**src/rtl/lane_compositor.sv**
```systemverilog
// -----------------------------------------------------------------------------
// lane_compositor
//
// Purpose:
//   Composites the rhythm-game playfield over a background pixel stream.
//   It supports NUM_LANES lanes of configurable geometry. For each scan
//   position it selects the judgement line, the border columns, the key area,
//   a note, the lane track, or the background. The selection runs through a
//   2-stage pipeline: the 12-bit colour appears exactly 2 clk after its x/y.
//   Each lane has an 8-bit hit-flash timer. A key press loads the timer with
//   FLASH_FRAMES, and frame_tick decrements it by one per frame.
//
// Optional feature (macro LANE_PALETTE_EN):
//   When defined, notes are red (12'hF00) in even lanes and blue (12'h00F)
//   in odd lanes. When undefined, every note is red. Geometry and timing do
//   not change between the two builds.
//
// Ports:
//   clk         pixel clock
//   rst         asynchronous, active-low reset
//   x, y        scan column / row
//   frame_tick  one-cycle pulse per frame; decays the flash timers
//   keys        per-lane key held (already synchronised to clk)
//   tracks      per-lane note bitmaps, lane i at [i*TRACK_H +: TRACK_H]
//   bg_color    background pixel
//   bg_active   background pixel valid
//   color       composited pixel (registered)
//   in_play     pixel lies inside the playfield span (registered)
// -----------------------------------------------------------------------------
module lane_compositor #(
    parameter int NUM_LANES    = 4,
    parameter int LANE_W       = 100,
    parameter int BORDER_W     = 6,
    parameter int X0           = 50,
    parameter int JUDGE_Y      = 440,
    parameter int LINE_H       = 6,
    parameter int TRACK_H      = 480,
    parameter int FLASH_FRAMES = 8
) (
    input  logic                         clk,
    input  logic                         rst,
    input  logic [9:0]                   x,
    input  logic [8:0]                   y,
    input  logic                         frame_tick,
    input  logic [NUM_LANES-1:0]         keys,
    input  logic [NUM_LANES*TRACK_H-1:0] tracks,
    input  logic [11:0]                  bg_color,
    input  logic                         bg_active,
    output logic [11:0]                  color,
    output logic                         in_play
);

    localparam int P  = LANE_W + BORDER_W;
    localparam int XE = X0 + NUM_LANES * P + BORDER_W - 1;
    localparam int LW = (NUM_LANES > 1) ? $clog2(NUM_LANES) : 1;
    localparam logic [7:0] FLASH_LOAD = 8'(FLASH_FRAMES);

    // The judgement line and the borders share the same colour, so both map
    // to one class. R_TRACK covers the inner lane above the judgement line.
    // note_reg decides between note and track colour in stage 2.
    typedef enum logic [1:0] {
        R_OUT   = 2'd0,
        R_WHITE = 2'd1,
        R_KEY   = 2'd2,
        R_TRACK = 2'd3
    } region_t;

    // Widen the scan position once so that every comparison against the
    // integer geometry constants is a plain 32-bit unsigned compare.
    logic [31:0] x_ext;
    logic [31:0] y_ext;
    assign x_ext = {22'd0, x};
    assign y_ext = {23'd0, y};

    logic [NUM_LANES:0]   border_hit;
    logic [NUM_LANES-1:0] inner_hit;
    logic [NUM_LANES-1:0] note_bits;

    genvar gi;
    generate
        for (gi = 0; gi <= NUM_LANES; gi++) begin : g_border
            assign border_hit[gi] = (x_ext >= X0 + gi * P) &&
                                    (x_ext <= X0 + gi * P + BORDER_W - 1);
        end
        for (gi = 0; gi < NUM_LANES; gi++) begin : g_lane
            logic [TRACK_H-1:0] lane_bits;
            assign lane_bits      = tracks[gi*TRACK_H +: TRACK_H];
            assign inner_hit[gi]  = (x_ext >= X0 + gi * P + BORDER_W) &&
                                    (x_ext <= X0 + (gi + 1) * P - 1);
            // The row guards come first, so rows past the bitmap never read it.
            assign note_bits[gi]  = (y_ext < TRACK_H) && (y_ext < JUDGE_Y) &&
                                    lane_bits[y];
        end
    endgenerate

    // Flash timers and registered key copy.
    logic [NUM_LANES-1:0] key_q;
    logic [7:0]           flash_cnt [NUM_LANES];

    // The inner-lane hits are one-hot, so OR-reducing the masked per-lane bits
    // selects the current lane's attributes without a wide index mux.
    logic [LW-1:0] lane_sel;
    logic          key_sel;
    logic          flash_sel;
    logic          note_sel;

    always_comb begin
        lane_sel  = '0;
        key_sel   = 1'b0;
        flash_sel = 1'b0;
        note_sel  = 1'b0;
        for (int i = 0; i < NUM_LANES; i++) begin
            if (inner_hit[i]) begin
                lane_sel = LW'(i);
            end
            key_sel   = key_sel   | (inner_hit[i] & keys[i]);
            flash_sel = flash_sel | (inner_hit[i] & (flash_cnt[i] != 8'd0));
            note_sel  = note_sel  | (inner_hit[i] & note_bits[i]);
        end
    end

    logic    in_span;
    logic    judge_rows;
    logic    key_rows;
    region_t region_next;

    assign in_span    = (x_ext >= X0) && (x_ext <= XE);
    assign judge_rows = (y_ext >= JUDGE_Y) && (y_ext < JUDGE_Y + LINE_H);
    assign key_rows   = (y_ext >= JUDGE_Y + LINE_H);

    always_comb begin
        region_next = R_OUT;
        if (in_span && judge_rows) begin
            region_next = R_WHITE;
        end else if (|border_hit) begin
            region_next = R_WHITE;
        end else if (|inner_hit) begin
            region_next = key_rows ? R_KEY : R_TRACK;
        end
    end

    // Stage 1: classify the pixel.
    region_t       region_reg;
    logic [LW-1:0] lane_reg;
    logic          note_reg;
    logic          key_reg;
    logic          flash_reg;
    logic          span_reg;
    logic [11:0]   bg_color_reg;
    logic          bg_active_reg;

    always_ff @(posedge clk or negedge rst) begin
        if (!rst) begin
            region_reg    <= R_OUT;
            lane_reg      <= '0;
            note_reg      <= 1'b0;
            key_reg       <= 1'b0;
            flash_reg     <= 1'b0;
            span_reg      <= 1'b0;
            bg_color_reg  <= 12'h000;
            bg_active_reg <= 1'b0;
        end else begin
            region_reg    <= region_next;
            lane_reg      <= lane_sel;
            note_reg      <= note_sel;
            key_reg       <= key_sel;
            flash_reg     <= flash_sel;
            span_reg      <= in_span;
            bg_color_reg  <= bg_color;
            bg_active_reg <= bg_active;
        end
    end

    // Stage 2: resolve the class to a colour.
    logic [11:0] note_col;
    logic [11:0] color_next;
    logic        unused_lane;

    // Only the parity of the lane index matters, and only for the palette.
    assign unused_lane = ^lane_reg;

`ifdef LANE_PALETTE_EN
    assign note_col = lane_reg[0] ? 12'h00F : 12'hF00;
`else
    assign note_col = 12'hF00;
`endif

    always_comb begin
        color_next = 12'h000;
        case (region_reg)
            R_WHITE: color_next = 12'hFFF;
            R_KEY:   color_next = flash_reg ? 12'h0FF :
                                  (key_reg ? 12'h777 : 12'h444);
            R_TRACK: color_next = note_reg ? note_col :
                                  (key_reg ? 12'h777 : 12'h000);
            default: color_next = bg_active_reg ? bg_color_reg : 12'h000;
        endcase
    end

    always_ff @(posedge clk or negedge rst) begin
        if (!rst) begin
            color   <= 12'h000;
            in_play <= 1'b0;
        end else begin
            color   <= color_next;
            in_play <= span_reg;
        end
    end

    // Flash timers. A rising key edge takes priority over the frame decay,
    // and a key held across cycles produces no further rise.
    always_ff @(posedge clk or negedge rst) begin
        if (!rst) begin
            key_q <= '0;
            for (int i = 0; i < NUM_LANES; i++) begin
                flash_cnt[i] <= 8'd0;
            end
        end else begin
            key_q <= keys;
            for (int i = 0; i < NUM_LANES; i++) begin
                if (keys[i] && !key_q[i]) begin
                    flash_cnt[i] <= FLASH_LOAD;
                end else if (frame_tick && (flash_cnt[i] != 8'd0)) begin
                    flash_cnt[i] <= flash_cnt[i] - 8'd1;
                end
            end
        end
    end

endmodule

```
**config.mk**
```make
export PLATFORM = sky130hd
export DESIGN_NAME = lane_compositor
export DESIGN_NICKNAME = d
export VERILOG_FILES = /design/src/rtl/lane_compositor.sv
export SDC_FILE = /design/constraint.sdc
export NUM_CORES = 1
export LEC_CHECK = 0
export ABC_AREA = 1
export BUFFER_PORTS_ARGS = -buffer_cell sky130_fd_sc_hd__buf_2
export CAP_MARGIN = 15
export CORE_AREA = 2 2 759 761
export CTS_CLUSTER_DIAMETER = 30
export DETAILED_ROUTE_END_ITERATION = 6
export DIE_AREA = 0 0 761 763
export PLACE_DENSITY_LB_ADDON = 0.12
export SETUP_SLACK_MARGIN = 0.02
export SKIP_CTS_REPAIR_TIMING = 1
export SYNTH_ARGS = -nofsm -noshare
export SYNTH_HDL_FRONTEND = slang
export SYNTH_SLANG_ARGS = --single-unit
```
**constraint.sdc**
```tcl
create_clock -name clk -period 2.2 [get_ports clk]
set_clock_uncertainty 0.05 [all_clocks]
set_input_delay 0.55 -clock clk [delete_from_list [all_inputs] [get_ports clk]]
set_output_delay 0.55 -clock clk [all_outputs]
set_load 0.02 [all_outputs]
```
# After elaboration in Yosys (flattened, before gate mapping)
# Index checks and enable logic that the tools add are counted.
[word_totals] latchBits=0 output_inout_bits=13 word_cells=131 rom_bits=0 reg_bits=68 ramBits=0 inputBits=1959 mem_count=0
[op_classes] n_bitwise=21 multipliers=0 n_eq_ne=3 mux=26 add_sub_neg=4 reduce_logical=39 n_div=0 order_cmp=24 shifts=0
[op_table] operator="8-bit 2-to-1 mux" count=8
[op_table] operator="10-bit by 9-bit <= comparator with 1-bit output, second input constant" count=6
[op_table] operator="10-bit by 9-bit greater-or-equal comparator with 1-bit output, second input constant" count=5
[op_table] operator="1-bit binary-select mux with 9-bit select" count=4
[op_table] operator="12-bit case mux with 3 select lines" count=1
[op_table] operator="8-bit nonzero test" count=4
[op_table] operator="8-bit by 1-bit subtractor with 8-bit output, second input constant" count=4
[op_table] operator="9-bit < comparator, second input constant" count=3
[op_table] operator="1-bit logical AND" count=25
[op_table] operator="12-bit 2-to-1 mux" count=2
[op_table] operator="11-bit 2-to-1 mux" count=2
[op_table] operator="10-bit by 6-bit greater-or-equal comparator with 1-bit output, second input constant" count=2
[op_table] operator="10-bit by 8-bit greater-or-equal comparator with 1-bit output, second input constant" count=2
[op_table] operator="10-bit by 8-bit <= comparator with 1-bit output, second input constant" count=2
[op_table] operator="9-bit greater-or-equal comparator, second input constant" count=2
[op_table] operator="1-bit AND" count=12
[op_table] operator="10-bit by 6-bit <= comparator with 1-bit output, second input constant" count=1
[op_table] operator="9-bit by 10-bit < comparator with 1-bit output, second input constant" count=1
[op_table] operator="10-bit 2-to-1 mux" count=1
[op_table] operator="1-bit OR" count=9
[op_table] operator="2-bit nonzero test" count=4
[op_table] operator="2-bit 2-to-1 mux" count=3
[op_table] operator="1-bit 2-to-1 mux" count=5
[op_table] operator="5-bit OR reduction" count=1
[op_table] operator="4 further kinds" count=8

# Logic depth before layout (Yosys ltp)
# Gate-level depths: netlist (run 1).
[logic_depth] depth_word=7 ltp_mapped=22 depth_no_buf=19

# Least setup slack after synthesis (run 1)
# Ideal clock, no wire load.
[synth_timing] path_type="input port to flip-flop" startpoint="input port y[0]" endpoint="register note_reg" t_required_ps=2020 stages=20 setup_slack_ps=-6 arrival_time_ps=2026 setup_time_ps=130 cell_sequence="buf_4 inv_2 buf_6 buf_4 buf_4 nand2_1 nand3_1 nand3_1 nand2_1 nand2_1 nand3_1 nand2_1 nor2_1 nand2_1 nand2_1 nand2_1 nand3_1 nand2_1 nand3_1 nand4_1"
[synth_between] elab_chain_cells=7
[synth_lines] element="from (decl)" line_no="43" rtl="input logic [8:0] y,"
[synth_lines] element="1-bit binary-select mux with 9-bit select or 9-bit < comparator (tied branches)" line_no="92, 91"
[synth_lines] element="1-bit 2-to-1 mux (implied by the code) or 1-bit logical AND (tied branches)" line_no="92, 91"
[synth_lines] element="1-bit logical AND" line_no="91" rtl="assign note_bits[gi] = (y_ext < TRACK_H) && (y_ext < JUDGE_Y) &&"
[synth_lines] element="1-bit AND" line_no="118" rtl="note_sel = note_sel | (inner_hit[i] & note_bits[i]);"
[synth_lines] element="1-bit OR (2 in series)" line_no="118"
[synth_lines] element="1-bit OR *" line_no="118"
[synth_lines] element="net note_sel" line_no="105" rtl="logic note_sel;"
[synth_lines] element="to (signal assigned)" line_no="165" rtl="note_reg <= note_sel;"
[synth_lines] element="to (decl)" line_no="145" rtl="logic note_reg;"
# The timed path passes the listed nets; every way through them passes the cells marked *. The select of a mux whose other input is x is not followed.
# A chain may end at the register's enable or synchronous reset.

# Worst setup path after layout (run 1)
# Ends and elaborated chain as after synthesis.

==> metrics.txt, run 1 <==
total grt overflow 0; core footprint 0.572 mm^2; setup_tns -0.967 ns; Detailed Place HPWL 320,000 um; part of the cycle the worst path needs 144%; EDFF count, synth 0; post-synthesis register bit count 68; Post-Synth XOR/XNOR Area 0%; GPL Wtd Cong 0.817; Req. time, crit path 2.44 ns; Placed Cells 15,000; final routed DRC violation total 0; die area 0.581 mm^2; CP Max Fanout 18; Simple-Gate Fraction of Synth Area 61.9%; Clock Latency Late Sink 0.36 ns; Pwr Density 289 mW/mm^2; DR WL/cell 23.8 um; Netlist Area Pre-Place 0.0233 mm^2; H-tree Lvls 3; worst reg2reg path depth 10; Clk pin slew, worst setup/hold paths 0.07 ns; most common cell after layout, fill and taps aside nand2_1; proportion of layout cells with a drive suffix above 1 40.1%; sequential area share after synthesis 7.30%; Layout Cells excl Fill 15,100; largest net degree at the start of global routing 69; Hold Path Class primary input to asynchronous set/reset pin; clk root buf clkbuf_16; Ports 1,972; Die W 761 um; # port buffers 1,970; Layout area overhead 121%; layout net count 9,460; clock sink total 68; final hold slack 0.167 ns; Leak 24.8 nW; TritonCTS clock tree done; Slew Viols, Final 0; Row Count 278; Total Wirelength 361,000 um; Yosys top cell by area nand2_1; dominant synthesized flop cell dfrtp_1; Initial Util 4.08%; Distinct cells, synth 32; Synthesized Nets 7,052; GRT Total Usage 11.5%; post-synth top area share 33.5%; Final Hold Viols 0; top post-synthesis cells by area nand2_1 (34%), nand3_1 (16%), nor2_1 (11%); IR drop worst, VDD 267 uV; setup violators final 1; Chip Height 763 um; Crit Path Class primary input to flop; total power 14.9 mW; largest family of logic cells by synthesized area simple AND/OR/NAND/NOR gates; Final ANT Viol Nets 0; R2R setup slack 0.28 ns; drt first pass iters 6; RSZ-0062 raised after global routing true; DRT iter0 DRCs 1,947; vias per cell 2.85; violated checks negative setup slack; Post-Syn Instances 5,085; critical path startpoint category primary input; Critical Path Sink Type flop; maxcap violations 0; Max Root-Sink Buffers 2; initial antenna violation count 215; post-synthesis average cell area 4.59 um^2; mux contribution to synthesized area 0%; vias in the first global route 45,500; compound-cell area share of the yosys netlist 16.9%; worst-margin pin slew 0.633 ns; CTS buffer count 9; Max Freq 316 MHz; via count 43,100; crit path DAT 3.41 ns; commonest cells after routing, fill and taps aside nand2_1 (2,011), buf_2 (1,965), nand3_1 (695); outcome complete, but fails checks; max reg flops 32; FFs w/ async S/R, synth 100%; first-pass GRT wire length 446,000 um; setup ws final -0.967 ns; Period minus WS final 3.17 ns; Synth Warn # 0; Synth Area in Adders 0.429%; Final Util 9.01%; Slew headroom 57.6%
-- logic make-up (layout without fill, tap and decap cells) --
family | after synthesis | in the layout
adders and majority gates | 8 | 8
other | 0 | 85
and+or+nand+nor | 3570 | 3570
buffers and inverters | 708 | 3121
DFF | 68 | 68
AOI/OAI and AO/OA | 731 | 731
-- synthesized netlist by cell type, types with 48 or more instances --
cell type and instances:
dfrtp_1 68, nand3_1 746, buf_2 196, o21ai_0 316, clkbuf_1 96, o22ai_1 49
nor3_1 58, o211ai_1 48, nor2_1 668, inv_1 306, buf_4 61, a21oi_1 239
nand2_1 2084
-- final timing paths --
path | from | end
max | y[0] | note_reg
min | rst | flash_cnt[5]
max reg2reg | flash_cnt[0] | flash_cnt[7]
min reg2reg | span_reg | in_play
max in group asynchronous | rst | flash_cnt[13]
min in group clk | bg_color[10] | bg_color_reg[10]
-- routing by layer --
layer | up-vias | global-route usage, % | routed length (um) | part of all wire [%]
met5 | - | 0 | 848 | 0.23
met4 | 130 | 0.811 | 6230 | 1.7
met3 | 355 | 2.62 | 23100 | 6.4
met2 | 1661 | 22.3 | 189000 | 52
met1 | 19700 | 13.2 | 142000 | 39
li1 | 21200 | - | - | -
-- critical path: stages --
cell and delay, ns:
buf_16 0.14, inv_12 0.13, buf_16 0.19, buf_16 0.20
buf_12 0.13, buf_4 0.13, nand2_1 0.07, nand2_1 0.19
nand2_1 0.16, nand3_1 0.19, nand3_1 0.11, a21oi_2 0.31
buf_4 0.19, nor2_1 0.06, nand2_1 0.05, nand3_1 0.08
nand2_1 0.08, inv_1 0.04, nand2_1 0.07, nand3_1 0.06
nand4_1 0.12
-- cell type report --
class	count	area, um^2
clock buffers	9	225
diodes	85	213
clock inverters	7	67.6
repair buffers	2795	19200
well taps	7560	9460
flip-flops and latches	68	1700
multi-input cells	4309	19400
fillers	68700	521000
inverters	310	1220
-- per-stage QoR --
stage	setup slack (ns)	area, um^2
after floorplan	0.0210	23300
after global placement	-2.51	49200
after detailed placement	-2.42	49200
after CTS	-2.02	49500
after global routing	-1.06	51400
final	-0.967	51500
-- power breakdown --
part	switching, mW	total (mW)	internal, mW
combinational	6.75	11.5	4.76
sequential	0.243	1.84	1.60
clock	0.668	1.54	0.873
total	7.66	14.9	7.23
Power figures use the tool's default switching activity.
==> run 2, diff against run 1 <==
--- a/config.mk
+++ b/config.mk
@@ -8,11 +8,12 @@
 export ABC_AREA = 1
 export BUFFER_PORTS_ARGS = -buffer_cell sky130_fd_sc_hd__buf_2
 export CAP_MARGIN = 15
-export CORE_AREA = 2 2 759 761
+export CORE_AREA = 2 2 768 770
 export CTS_CLUSTER_DIAMETER = 30
 export DETAILED_ROUTE_END_ITERATION = 6
-export DIE_AREA = 0 0 761 763
+export DIE_AREA = 0 0 770 772
 export PLACE_DENSITY_LB_ADDON = 0.12
+export RECOVER_POWER = 25
 export SETUP_SLACK_MARGIN = 0.02
 export SKIP_CTS_REPAIR_TIMING = 1
 export SYNTH_ARGS = -nofsm -noshare
==> run 2 against run 1 <==
The flow finishes with violations (max-capacitance violations, max-slew violations, negative setup slack); design area is 1.8% lower; clock power is 12% higher; setup slack worse by 0.051 ns; non-clock buffer count is 111 lower; utilization is 0.39 points lower; sequential share of layout area is 0.062 points higher; die area is 2.4% higher; wire length is 2.9% higher; combinational power hardly changed; global-route usage is 0.23 points higher; sequential cell count stayed put.
==> metrics.txt, run 2 (synthesis gave the netlist of run 1 again) <==
outcome complete, but fails checks; violated checks max-capacitance violations, max-slew violations, negative setup slack; GRT Total Usage 11.7% (+0.23 points); Placed Cells 15,100 (+0.99%); R2R setup slack 0.27 ns (about the same); setup ws final -1.02 ns (-0.0506 ns); vias in the first global route 45,500 (-0.14%); Crit Path Class primary input to flop; Internal 7.16 mW (-0.87%); Final ANT Viol Nets 0 (unchanged); Max Freq 311 MHz (-1.6%); placed cell areas 0.0488 mm^2 (-0.81%); total power 14.8 mW (-0.52%); portion of total power attributed to combinational logic 76.0% (-1.3 points); Final Hold Viols 0 (unchanged); die area 0.594 mm^2 (+2.4%); Req. time, crit path 2.38 ns (-0.06 ns); critical path startpoint category primary input; CP Max Fanout 24 (+6); DR WL/cell 24.3 um (+1.9%); crit path DAT 3.40 ns (about the same); Leak 24.2 nW (-2.5%); clock sink total 68 (unchanged); Chip Height 772 um (+1.2%); Max Root-Sink Buffers 2 (unchanged); drt first pass iters 5 (-1); maxcap violations 1 (+1); IR drop worst, VDD 404 uV (+51%); worst reg2reg path depth 12 (+2); Die W 770 um (+1.2%); initial antenna violation count 227 (+5.6%); most common cell after layout, fill and taps aside nand2_1; Layout Cells excl Fill 15,300 (+0.98%); part of the cycle the worst path needs 146% (+2.3 points); Row Count 282 (+1.4%); # port buffers 1,970 (unchanged); Slew headroom -4.38% (-62 points); proportion of layout cells with a drive suffix above 1 38.2% (-2.0 points); Period minus WS final 3.22 ns (+0.0506 ns); Ports 1,972 (unchanged); DRT iter0 DRCs 1,808 (-7.1%); Switching Share 51.6% (+0.17 points); layout net count 9,349 (-1.2%); TritonCTS clock tree done; final routed DRC violation total 0 (unchanged); Slew Viols, Final 31 (+31); Layout area overhead 117%; Total Wirelength 372,000 um (+2.9%); total grt overflow 0 (unchanged); NetSw 7.65 mW (-0.20%); reg2reg end flash_cnt[20]; via count 42,700 (-0.86%); clock power share 11.6% (+1.2 points); worst-margin pin slew 1.57 ns (+0.933 ns); Critical Path Sink Type flop; RSZ-0062 raised after global routing true; max reg flops 32 (unchanged); vias per cell 2.79 (-1.8%); GPL Wtd Cong 0.823 (+0.70%); clk root buf clkbuf_16; Worst Setup EP note_reg; core footprint 0.587 mm^2 (+2.6%); H-tree Lvls 3 (unchanged); part of the power in registers 12.4% (about the same); final hold slack 0.156 ns (-0.0108 ns); Pwr Density 293 mW/mm^2 (+1.4%); Clock Latency Late Sink 0.36 ns (about the same); setup violators final 1 (unchanged); Hold Path Class primary input to asynchronous set/reset pin; largest net degree at the start of global routing 63 (-8.7%); Initial Util 3.97% (-0.10 points); Detailed Place HPWL 331,000 um (+3.5%); CTS buffer count 9 (unchanged); Worst Setup SP y[0]; commonest cells after routing, fill and taps aside nand2_1 (2,047), buf_2 (1,964), nand3_1 (722); Clk pin slew, worst setup/hold paths 0.08 ns (about the same); setup_tns -1.02 ns (-0.0506 ns); fin area 0.0506 mm^2 (-1.8%); first-pass GRT wire length 461,000 um (+3.4%); worst r2r src flash_cnt[16]
run 2: cell type report:
type                    instances  area (um^2)
clock inverters                 7          105
flip-flops and latches         68         1700
fillers                     70800       537000
clock buffers                   9          225
well taps                    7810         9770
diodes                         95          238
repair buffers               2684        18300
multi-input cells            4309        19000
inverters                     310         1200
run 2: power by group through the flow:
stage / Clock, mW / Combinational [mW] / Sequential [mW]
after CTS: 1.79 / 11.6 / 1.84
after global routing: 1.83 / 12.5 / 1.90
after floorplan: 0 / 3.84 / 1.86
after global placement: 0 / 11.7 / 1.87
final: 1.72 / 11.3 / 1.84
after detailed placement: 0 / 11.5 / 1.86
run 2: critical path: stages:
cell     delay, ns
buf_8         0.09
buf_12        0.13
inv_8         0.04
buf_16        0.16
buf_16        0.20
buf_12        0.17
buf_12        0.18
o21ai_1       0.55
o22ai_1       0.13
nand2_1       0.09
nand2_1       0.08
nand3_1       0.18
nand2_1       0.13
buf_12        0.15
nand2_1       0.06
nand2_1       0.06
nand2_1       0.05
nand2_1       0.04
inv_1         0.05
nand2_1       0.04
nand3_1       0.06
nand4_1       0.10
run 2: worst min-delay path by stage:
stage / start / to / slack (ns)
floorplan: rst / bg_active_reg / 0.20
finish: rst / color[5] / 0.16
global route: rst / color[5] / 0.18
detailed placement: span_reg / in_play / 0.30
CTS: rst / bg_color_reg[8] / 0.12
global placement: span_reg / in_play / 0.32
run 2: per-layer routing:
layer	up-vias	routed length, um	global-route usage [%]
li1	21000	-	-
met1	19700	148000	13.5
met2	1582	195000	22.6
met3	356	22400	2.63
met4	142	5490	1.13
met5	-	866	0
run 2: through the flow:
step           setup slack, ns  utilization, %
6_report                 -1.02            8.62
5_1_grt                  -1.13            8.60
4_1_cts                  -2.09            8.37
3_5_place_dp             -2.48            8.31
3_3_place_gp             -2.54            8.31
2_1_floorplan           0.0210               -
